File: config.mk
export PLATFORM = sky130hd
export DESIGN_NAME = led_frame_buffer
export DESIGN_NICKNAME = d
export VERILOG_FILES = /design/src/rtl/led_frame_buffer.sv
export SDC_FILE = /design/constraint.sdc
export NUM_CORES = 1
export LEC_CHECK = 0
export CAP_MARGIN = 20
export CORE_ASPECT_RATIO = 1.2
export CORE_MARGIN = 5
export CORE_UTILIZATION = 45
export CTS_BUF_LIST = sky130_fd_sc_hd__clkbuf_2 sky130_fd_sc_hd__clkbuf_4 sky130_fd_sc_hd__clkbuf_8
export CTS_CLUSTER_DIAMETER = 50
export DETAILED_ROUTE_END_ITERATION = 6
export GPL_TIMING_DRIVEN = 1
export MAX_ROUTING_LAYER = met4
export PLACE_DENSITY_LB_ADDON = 0.05
export SLEW_MARGIN = 25
export SYNTH_ARGS = -nofsm -noshare
export SYNTH_HDL_FRONTEND = slang
export SYNTH_SLANG_ARGS = --single-unit
File: constraint.sdc
create_clock -name clk_fast -period 2.3 [get_ports clk_fast]
set_clock_uncertainty 0.1 [all_clocks]
set_input_delay 0.575 -clock clk_fast [delete_from_list [all_inputs] [get_ports clk_fast]]
set_output_delay 0.575 -clock clk_fast [all_outputs]
set_load 0.1 [all_outputs]
File: src/rtl/led_frame_buffer.sv
// Double-buffered 16-zone RGB frame store: writes land in a back bank, which is copied
// to the front bank on a start tick. Build with LED_FB_TEST_PATTERN_EN for a non-zero front reset pattern.
module led_frame_buffer #(
  parameter int ZONES        = 16,
  parameter int START_PERIOD = 2070000,
  parameter int EN_PERIOD    = 3000000
) (
  input  logic                 clk_fast,
  input  logic                 rstn,
  input  logic                 wr_valid,
  output logic                 wr_ready,
  input  logic [3:0]           wr_zone,
  input  logic [11:0]          wr_rgb,
  input  logic                 wr_last,
  output logic [ZONES*4-1:0]   MeanR,
  output logic [ZONES*4-1:0]   MeanG,
  output logic [ZONES*4-1:0]   MeanB,
  output logic                 start_o,
  output logic                 en_o
);

  localparam logic [21:0] START_LAST = 22'(START_PERIOD);
  localparam logic [21:0] EN_LAST    = 22'(EN_PERIOD);

  logic [21:0] start_cnt_q, start_cnt_d;
  logic [21:0] en_cnt_q, en_cnt_d;
  logic        pending_q, pending_d;
  logic        start_q, en_q;
  logic        start_tick, en_tick, wr_fire, swap;

  assign start_tick = (start_cnt_q == START_LAST);
  assign en_tick    = (en_cnt_q == EN_LAST);
  assign wr_ready   = ~pending_q;
  assign wr_fire    = wr_valid & wr_ready;
  // A frame completed on the tick edge itself waits for the next tick: swap looks only at the registered flag.
  assign swap       = start_tick & pending_q;
  assign start_o    = start_q;
  assign en_o       = en_q;

  always_comb begin
    start_cnt_d = start_tick ? 22'd0 : start_cnt_q + 22'd1;
    en_cnt_d    = en_tick ? 22'd0 : en_cnt_q + 22'd1;
    pending_d   = pending_q;
    if (swap) begin
      pending_d = 1'b0;
    end else if (wr_fire && wr_last) begin
      pending_d = 1'b1;
    end
  end

  always_ff @(posedge clk_fast or negedge rstn) begin
    if (!rstn) begin
      start_cnt_q <= '0;
      en_cnt_q    <= '0;
      pending_q   <= 1'b0;
      start_q     <= 1'b0;
      en_q        <= 1'b0;
    end else begin
      start_cnt_q <= start_cnt_d;
      en_cnt_q    <= en_cnt_d;
      pending_q   <= pending_d;
      start_q     <= start_tick;
      en_q        <= en_tick;
    end
  end

  for (genvar gi = 0; gi < ZONES; gi++) begin : g_zone
`ifdef LED_FB_TEST_PATTERN_EN
    localparam logic [11:0] RST_RGB = {4'(gi), 4'(15 - gi), 4'h8};
`else
    localparam logic [11:0] RST_RGB = 12'h000;
`endif
    logic [11:0] back_q;
    logic [11:0] front_q;

    always_ff @(posedge clk_fast or negedge rstn) begin
      if (!rstn) begin
        back_q  <= 12'h000;
        front_q <= RST_RGB;
      end else begin
        if (wr_fire && (wr_zone == 4'(gi))) begin
          back_q <= wr_rgb;
        end
        if (swap) begin
          front_q <= back_q;
        end
      end
    end

    assign MeanR[gi*4 +: 4] = front_q[11:8];
    assign MeanG[gi*4 +: 4] = front_q[7:4];
    assign MeanB[gi*4 +: 4] = front_q[3:0];
  end

endmodule

Word-level counts from Yosys, hierarchy flattened
Index checks and enable logic that the tools add are counted.
Word-level totals
  bits in registers: 431
  latch bits: 0
  memory bits (writable): 0
  memory bits (read-only): 0
  input bits: 20
  output and inout port bits: 195
  logic and storage cells: 82
  memories kept: 0
Cells by class
  $add $sub $neg: 2
  $mul: 0
  div/mod/pow operators: 0
  $lt $le $gt $ge: 0
  equal/unequal tests: 17
  shift-type cells: 0
  mux-type cells: 4
  bitwise operators: 3
  reduce and logical (&&, ||, !) cells: 19
Operators with widths (count)
  adder 22 x 1 -> 22 bit (second input constant): 2
  two-way mux 22 bit: 2
  == test 4 bit (second input constant): 8
  == test 22 x 21 -> 1 bit (second input constant): 1
  == test 22 bit (second input constant): 1
  logical AND 1 bit: 17
  == test 4 x 3 -> 1 bit (second input constant): 4
  == test 4 x 2 -> 1 bit (second input constant): 2
  == test 4 x 1 -> 1 bit (second input constant): 1
  logical NOT 4 bit: 1
  AND 1 bit: 2
  two-way mux 1 bit: 2
  nonzero test 2 bit: 1
  inverter 1 bit: 1

Depth between registers and ports, before layout
Gate-level depths: netlist (run 1).
  depth in word-level cells: 5
  gate-level depth with buffers: 7
  mapped depth without buffers: 6

Worst setup path after synthesis (run 1)
Ideal clock, no wire load.
  path kind: register -> register
  start: register pending_q
  end: register g_zone[15].back_q[10]
  library setup time: 125 ps
  data arrival time: 2224 ps
  data required time: 2075 ps
  setup slack: -149 ps
  stages on the path, launching flop included: 6
  path buffers: 1
  clock period less this slack: 2449 ps
  cell sequence: dfrtp_1 > inv_1 > nand4_1 > nor2_1 > clkbuf_1 > mux2_2
On the way
  word-level cells in the longest chain between the ends: 3
RTL lines
  start: declaration: line 27  | logic pending_q, pending_d;
  start signal: assignment: line 61  | pending_q <= pending_d;
  inverter 1 bit: line 33  | assign wr_ready = ~pending_q;
  via wr_ready: line 11  | output logic wr_ready,
  AND 1 bit: line 34  | assign wr_fire = wr_valid & wr_ready;
  logical AND 1 bit: line 81  | if (wr_fire && (wr_zone == 4'(gi))) begin
  end signal: assignment: line 82  | back_q <= wr_rgb;
  end: declaration: line 73  | logic [11:0] back_q;
The timed path passes the listed nets, and every way through them passes these cells.
A chain may end at the register's enable or synchronous reset.

Worst setup path in the final report (run 1)
  start: register start_cnt_q[3]
  end: register g_zone[11].front_q[4]
On the way
  word-level cells in the longest chain between the ends: 2
RTL lines
  start: declaration: line 25  | logic [21:0] start_cnt_q, start_cnt_d;
  start signal: assignment: line 59  | start_cnt_q <= start_cnt_d;
  == test 22 x 21 -> 1 bit: line 31  | assign start_tick = (start_cnt_q == START_LAST);
  AND 1 bit: line 36  | assign swap = start_tick & pending_q;
  end signal: assignment: line 85  | front_q <= back_q;
  end: declaration: line 74  | logic [11:0] front_q;
No other way between the ends.

==> results of run 1 <==
[cells in the final DEF (no fill, tap or decap), types with 4 or more instances in the layout]
| cell type | count |
|---|---|
| sky130_fd_sc_hd__nor2_1 | 22 |
| sky130_fd_sc_hd__nand4_1 | 9 |
| sky130_fd_sc_hd__and3_1 | 6 |
| sky130_fd_sc_hd__inv_1 | 8 |
| sky130_fd_sc_hd__buf_4 | 246 |
| sky130_fd_sc_hd__clkbuf_4 | 29 |
| sky130_fd_sc_hd__xor2_1 | 14 |
| sky130_fd_sc_hd__nand3_1 | 16 |
| sky130_fd_sc_hd__nand2_1 | 28 |
| sky130_fd_sc_hd__ha_1 | 4 |
| sky130_fd_sc_hd__clkbuf_8 | 93 |
| sky130_fd_sc_hd__buf_12 | 25 |
| sky130_fd_sc_hd__or4_1 | 10 |
| sky130_fd_sc_hd__and4_1 | 5 |
| sky130_fd_sc_hd__a21oi_1 | 10 |
| sky130_fd_sc_hd__dfrtp_1 | 431 |
| sky130_fd_sc_hd__clkinv_2 | 4 |
| sky130_fd_sc_hd__clkdlybuf4s50_1 | 18 |
| sky130_fd_sc_hd__nor2b_1 | 7 |
| sky130_fd_sc_hd__mux2_2 | 204 |
| sky130_fd_sc_hd__mux2_4 | 171 |
| sky130_fd_sc_hd__mux2_1 | 9 |
| sky130_fd_sc_hd__o31ai_1 | 8 |
| sky130_fd_sc_hd__or3_1 | 4 |
| sky130_fd_sc_hd__xnor2_1 | 14 |
| sky130_fd_sc_hd__nor3_1 | 10 |
[stage by stage]
stage          hold slack (ps)  cells  utilization (%)  setup slack (ps)
4_1_cts                    353   1915             57.2              7.74
6_report                   367   1915             57.3               126
2_1_floorplan              179   1071                -               101
3_5_place_dp               362   1785             53.1              -209
3_3_place_gp               361   1785             53.1              -217
5_1_grt                    381   1915             57.3              17.5
[timing repair]
| action | CTS | global route |
|---|---|---|
| setup endpoints to repair | 0 | 164 |
| hold buffers | 1 | 0 |
| gates resized for setup | 0 | 3 |
| endpoints found under the hold margin | 33 | 0 |
[sequential cells by signal, indices dropped and copies added, names as in the netlist]
| name | count |
|---|---|
| g_zone.front_q | 192 |
| en_o | 1 |
| pending_q | 1 |
| g_zone.back_q | 192 |
| start_cnt_q | 22 |
| en_cnt_q | 22 |
| start_o | 1 |
[report_power, final]
part           internal [W]  switching [W]
Clock               0.00420        0.00300
Combinational      0.000103       0.000271
Sequential          0.00761      0.0000129
[area by class of cell]
class	instances	area, um2
fillers	3097	16200
well taps	480	601
inverters	9	37.5
multi-input cells	575	6200
repair buffers	291	2550
clock inverters	7	66.3
flip-flops and latches	431	10800
clock buffers	122	1500
[kinds of logic after synthesis]
kind of cell / Yosys count
flip-flops: 431
multiplexers: 386
AND/OR/NAND/NOR: 135
buffers and inverters: 65
XOR/XNOR: 28
AO/OA/AOI/OAI: 22
adder cells (fa/ha/maj): 4
[layer usage]
layer,track usage [%],part of all wire (%),vias to the layer above
met4,5.72,1.7,0
met3,5.21,6.0,47
met2,30.8,48,215
met1,25.6,44,4994
li1,-,-,4420
met5,-,0,-
[worst min-delay path by stage]
| stage | start | end | slack (ps) | depth (start not counted) |
|---|---|---|---|---|
| 6_report | en_cnt_q[18]$_DFF_PN0_ | en_cnt_q[18]$_DFF_PN0_ | 370 | 1 |
| 3_5_place_dp | start_cnt_q[21]$_DFF_PN0_ | start_cnt_q[21]$_DFF_PN0_ | 360 | 1 |
| 4_1_cts | rstn | g_zone[6].front_q[10]$_DFFE_PN0P_ | 350 | 2 |
| 2_1_floorplan | rstn | en_cnt_q[0]$_DFF_PN0_ | 180 | 0 |
| 3_3_place_gp | en_cnt_q[18]$_DFF_PN0_ | en_cnt_q[18]$_DFF_PN0_ | 360 | 1 |
| 5_1_grt | en_cnt_q[18]$_DFF_PN0_ | en_cnt_q[18]$_DFF_PN0_ | 380 | 1 |
[critical path: stages (launching register included)]
cell,delay [ps]
sky130_fd_sc_hd__dfrtp_1,440
sky130_fd_sc_hd__nor4bb_2,300
sky130_fd_sc_hd__and4bb_1,220
sky130_fd_sc_hd__nand4_1,170
sky130_fd_sc_hd__buf_12,240
sky130_fd_sc_hd__buf_12,210
sky130_fd_sc_hd__mux2_1,340
==> metrics, run 1 <==
outcome=finished, final reports clean; largest cells by area after synthesis=sky130_fd_sc_hd__dfrtp_1, sky130_fd_sc_hd__mux2_4, sky130_fd_sc_hd__mux2_2; Tightest Hold Check Type=reg2reg; adder and majority gate portion of the synthesized area=0.288%; register-to-register setup slack=about 130 ps; pin count of the biggest net entering global routing=56; relative area change from synthesis to final layout=25.2%; RR Startpoint=start_cnt_q[3]$_DFF_PN0_; first drt pass iteration count=4; commonest cells in the netlist=sky130_fd_sc_hd__dfrtp_1, sky130_fd_sc_hd__mux2_2, sky130_fd_sc_hd__mux2_4; dominant cell by count in the synthesized netlist=sky130_fd_sc_hd__dfrtp_1; number of primary I/O pins=215; number of global-route vias before repair=10500; worst setup path category=reg2reg; Static Leak=11.7 nW; synth unique cells=40; startpoint class of the critical path=flip-flop; Pins Over Slew Limit=0; clock slew at reported path FFs=60 ps; compound-cell area share of the yosys netlist=0.778%; Reg-to-Reg End=g_zone[11].front_q[4]$_DFFE_PN0P_; post-synthesis cell type with the largest combined area=sky130_fd_sc_hd__dfrtp_1; total placed instance area=20100 um2; gate count of the mapped netlist=approximately 1100; DR WL/cell=21.1 um; Die Ht=approximately 230 um; kind of capture point of the worst setup path=flip-flop; Max Clk Rate=460 MHz; count of yosys warnings during synthesis=0; sink count of the clock tree=431; Pwr Total=0.0152 W; final wirelength=between 40000 and 50000 um; initial standard-cell utilization of the core=45.7%; CTS max path bufs=3; global-route wire length before repair=63300 um; total congestion overflow=0; start point of the critical path=start_cnt_q[3]$_DFF_PN0_; share of async-settable or async-resettable flops after synthesis=100%; Fin Setup TNS=0 ps; Avg Vias per Cell=5.05; remaining number of nets flagged by the antenna check after routing=0; final std cell area, no fill=21700 um2; routability-driven placement congestion ratio=0.774; count of routing violations after the opening detailed-route iteration=roughly 390; final net count=between 1000 and 1500; mean instance size in the synthesized netlist=16.2 um2; max-capacitance violation count=0; total die area=42600 um2; port bufs=214; sequential element share of the synthesized area=between 60% and 70%; Crit path arrival time=2560 ps; final cycle utilization of the critical path=between 90% and 100%; maximum net fanout on the critical path=42; Synth top area share=62.1%; dominant synthesized flop cell=sky130_fd_sc_hd__dfrtp_1; GRT Overall Usage=19.7%; # setup viols final=0; number of buffers created by CTS=71; power per cell area=699 nW/um2; worst vdd ir=0.454 mV; Worst Tran Pin Value=approximately 440 ps; DP Wirelength=26400 um; synthesized net count=1095; DR DRC count=0; simple-gate area share of the yosys netlist=under 10%; setup bufs post-CTS=0; antenna cells=0; root buffer cell=sky130_fd_sc_hd__clkbuf_8; Hold Fails Final Rpt=0; RSZ-0062 raised after global routing=no; number of rows created at floorplan=78; EDFF count, synth=0; core area=38000 um2; post-synth design cell area=between 15000 and 20000 um2; ratio of cells with drive above 1 in the final layout=54.6%; die boundary width=189 um; area share of xor/xnor cells in the synthesized design=approximately 1.4%; number of synthesized register bits=431; TritonCTS clock tree=done; Rel. slew slack=70.7%; Worst Reg-to-Reg Cells=6; required time of the critical path=2680 ps; CTS H-tree lvls=3; via count=between 9000 and 10000; worst setup path endpoint=g_zone[11].front_q[4]$_DFFE_PN0P_; clock insertion delay at the later pin of the skew report=610 ps; clock period minus final worst setup slack=2170 ps; main combinational cell family by area after synthesis=multiplexers; multiplexer share of the synthesized area=28.7%; antenna violations before repair=3
Note: power is estimated with default switching activity, not from simulation.
==> inputs of run 2 (changes only) <==
Settings changed: SLEW_MARGIN 25 to default.
==> results of run 2 <==
The final DEF is identical to that of run 1; final timing and power are the same.
==> inputs of run 3 (changes only) <==
Settings changed: CTS_BUF_LIST sky130_fd_sc_hd__clkbuf_2 sky130_fd_sc_hd__clkbuf_4 sky130_fd_sc_hd__clkbuf_8 to sky130_fd_sc_hd__clkbuf_16.
==> run 3 against run 2 <==
- cell area down 0.73%
- core utilization decreased by 0.42 points
- via count is 1.3% lower
- global-route usage is 0.33 points lower
- clock power down 2.8%
- register-to-register slack worse by 30 ps
- maximum frequency down 1.5%
==> metrics, run 3 (synthesized netlist as in run 1, its figures left out) <==
port bufs=214; root buffer cell=sky130_fd_sc_hd__clkbuf_16; sink count of the clock tree=about 430; Crit path arrival time=2530 ps; DR WL/cell=between 20 and 25 um; CTS H-tree lvls=2; Die Ht=between 200 and 250 um; maximum net fanout on the critical path=42; Static Leak=about 12 nW; relative area change from synthesis to final layout=24.3%; RSZ-0062 raised after global routing=no; initial standard-cell utilization of the core=45.7%; Finished Core Util=56.9%; register-to-register setup slack=90 ps; core area=38000 um2; Pins Over Slew Limit=0; pin count of the biggest net entering global routing=56; Avg Vias per Cell=a little over 5; count of routing violations after the opening detailed-route iteration=390; most frequent cells in the layout=sky130_fd_sc_hd__dfrtp_1, sky130_fd_sc_hd__buf_4, sky130_fd_sc_hd__mux2_2, sky130_fd_sc_hd__mux2_4, sky130_fd_sc_hd__clkbuf_16; antenna cells=0; Pwr Total=roughly 0.015 W; worst setup path category=reg2reg; first drt pass iteration count=4; Fin Setup TNS=0 ps; leading registers by flop count=g_zone.back_q: 192 flops, g_zone.front_q: 192 flops; Tightest Hold Check Type=reg2reg; antenna violations before repair=3; DP Wirelength=between 20000 and 30000 um; global-route wire length before repair=62600 um; worst setup slack after layout=92.3 ps; die boundary width=189 um; number of primary I/O pins=215; number of rows created at floorplan=78; startpoint class of the critical path=flip-flop; Hold Fails Final Rpt=0; remaining number of nets flagged by the antenna check after routing=0; Max Clk Rate=453 MHz; number of global-route vias before repair=slightly above 10000; outcome=finished, final reports clean; total die area=42600 um2; DR DRC count=0; # setup viols final=0; CTS max path bufs=3; final cycle utilization of the critical path=96.0%; total congestion overflow=0; filler-free cell count of the finished design=1869; routability-driven placement congestion ratio=a little under 0.8; required time of the critical path=2620 ps; number of buffers created by CTS=45; kind of capture point of the worst setup path=flip-flop; clock period minus final worst setup slack=2210 ps; max-capacitance violation count=0; Worst Tran Pin Value=445 ps; GRT Overall Usage=just under 20%; via count=~9600; worst vdd ir=0.541 mV; most common cell after layout, fill and taps aside=sky130_fd_sc_hd__dfrtp_1; ratio of cells with drive above 1 in the final layout=51.8%; final net count=approximately 1400; clock insertion delay at the later pin of the skew report=540 ps; Rel. slew slack=70.4%; TritonCTS clock tree=done; final wirelength=39900 um; Worst Setup Slack post-DPL=-209 ps; clock slew at reported path FFs=60 ps; count of placed standard cells including taps=1785; power per cell area=694 nW/um2
## run 3: cell type report
class | count | area (um2)
multi-input cells | 575 | 6190
flip-flops and latches | 431 | 10800
inverters | 9 | 37.5
clock inverters | 36 | 244
repair buffers | 291 | 2550
fillers | 3067 | 16400
clock buffers | 47 | 1180
well taps | 480 | 601
## run 3: worst paths after layout
| path | start | endpoint | depth (start not counted) |
|---|---|---|---|
| hold reg to reg | en_cnt_q[18]$_DFF_PN0_ | en_cnt_q[18]$_DFF_PN0_ | 1 |
| min in group asynchronous | rstn | g_zone[2].front_q[7]$_DFFE_PN0P_ | 2 |
| setup / recovery | start_cnt_q[3]$_DFF_PN0_ | g_zone[11].front_q[4]$_DFFE_PN0P_ | 6 |
| setup reg to reg | start_cnt_q[3]$_DFF_PN0_ | g_zone[11].front_q[4]$_DFFE_PN0P_ | 6 |
| hold / removal | en_cnt_q[18]$_DFF_PN0_ | en_cnt_q[18]$_DFF_PN0_ | 1 |
| max in group asynchronous | rstn | en_cnt_q[14]$_DFF_PN0_ | 3 |
## run 3: power breakdown
part	switching [W]	internal [W]
Clock	0.00296	0.00403
Combinational	0.000270	0.000103
Sequential	0.0000127	0.00761
Total	0.00324	0.0117
## run 3: per-layer routing
layer	track usage (%)	part of all wire (%)	routed length, um
met1	25.5	44	17600
met2	31.3	49	19500
met3	4.46	5.9	2340
met4	3.78	1.3	516
met5	-	0	0
## run 3: per-stage QoR
step | hold slack (ps) | instance area, um2
global placement | 361 | 20100
floorplan | 179 | 17400
detailed placement | 362 | 20100
finish | 367 | 21600
CTS | 370 | 21600
global route | 380 | 21600
## run 3: repair_timing
action / 4_1_cts / 5_1_grt
hold buffers: 1 / 0
endpoints found under the hold margin: 33 / 0
setup buffers: 0 / 0
gates resized for setup: 0 / 1
endpoints found under the setup margin: 0 / 118
## run 3: critical path, cell delays in order (launching register included)
cell                       delay [ps]
sky130_fd_sc_hd__dfrtp_1          430
sky130_fd_sc_hd__nor4bb_1         340
sky130_fd_sc_hd__and4bb_1         230
sky130_fd_sc_hd__nand4_1          170
sky130_fd_sc_hd__buf_12           240
sky130_fd_sc_hd__buf_12           210
sky130_fd_sc_hd__mux2_1           340
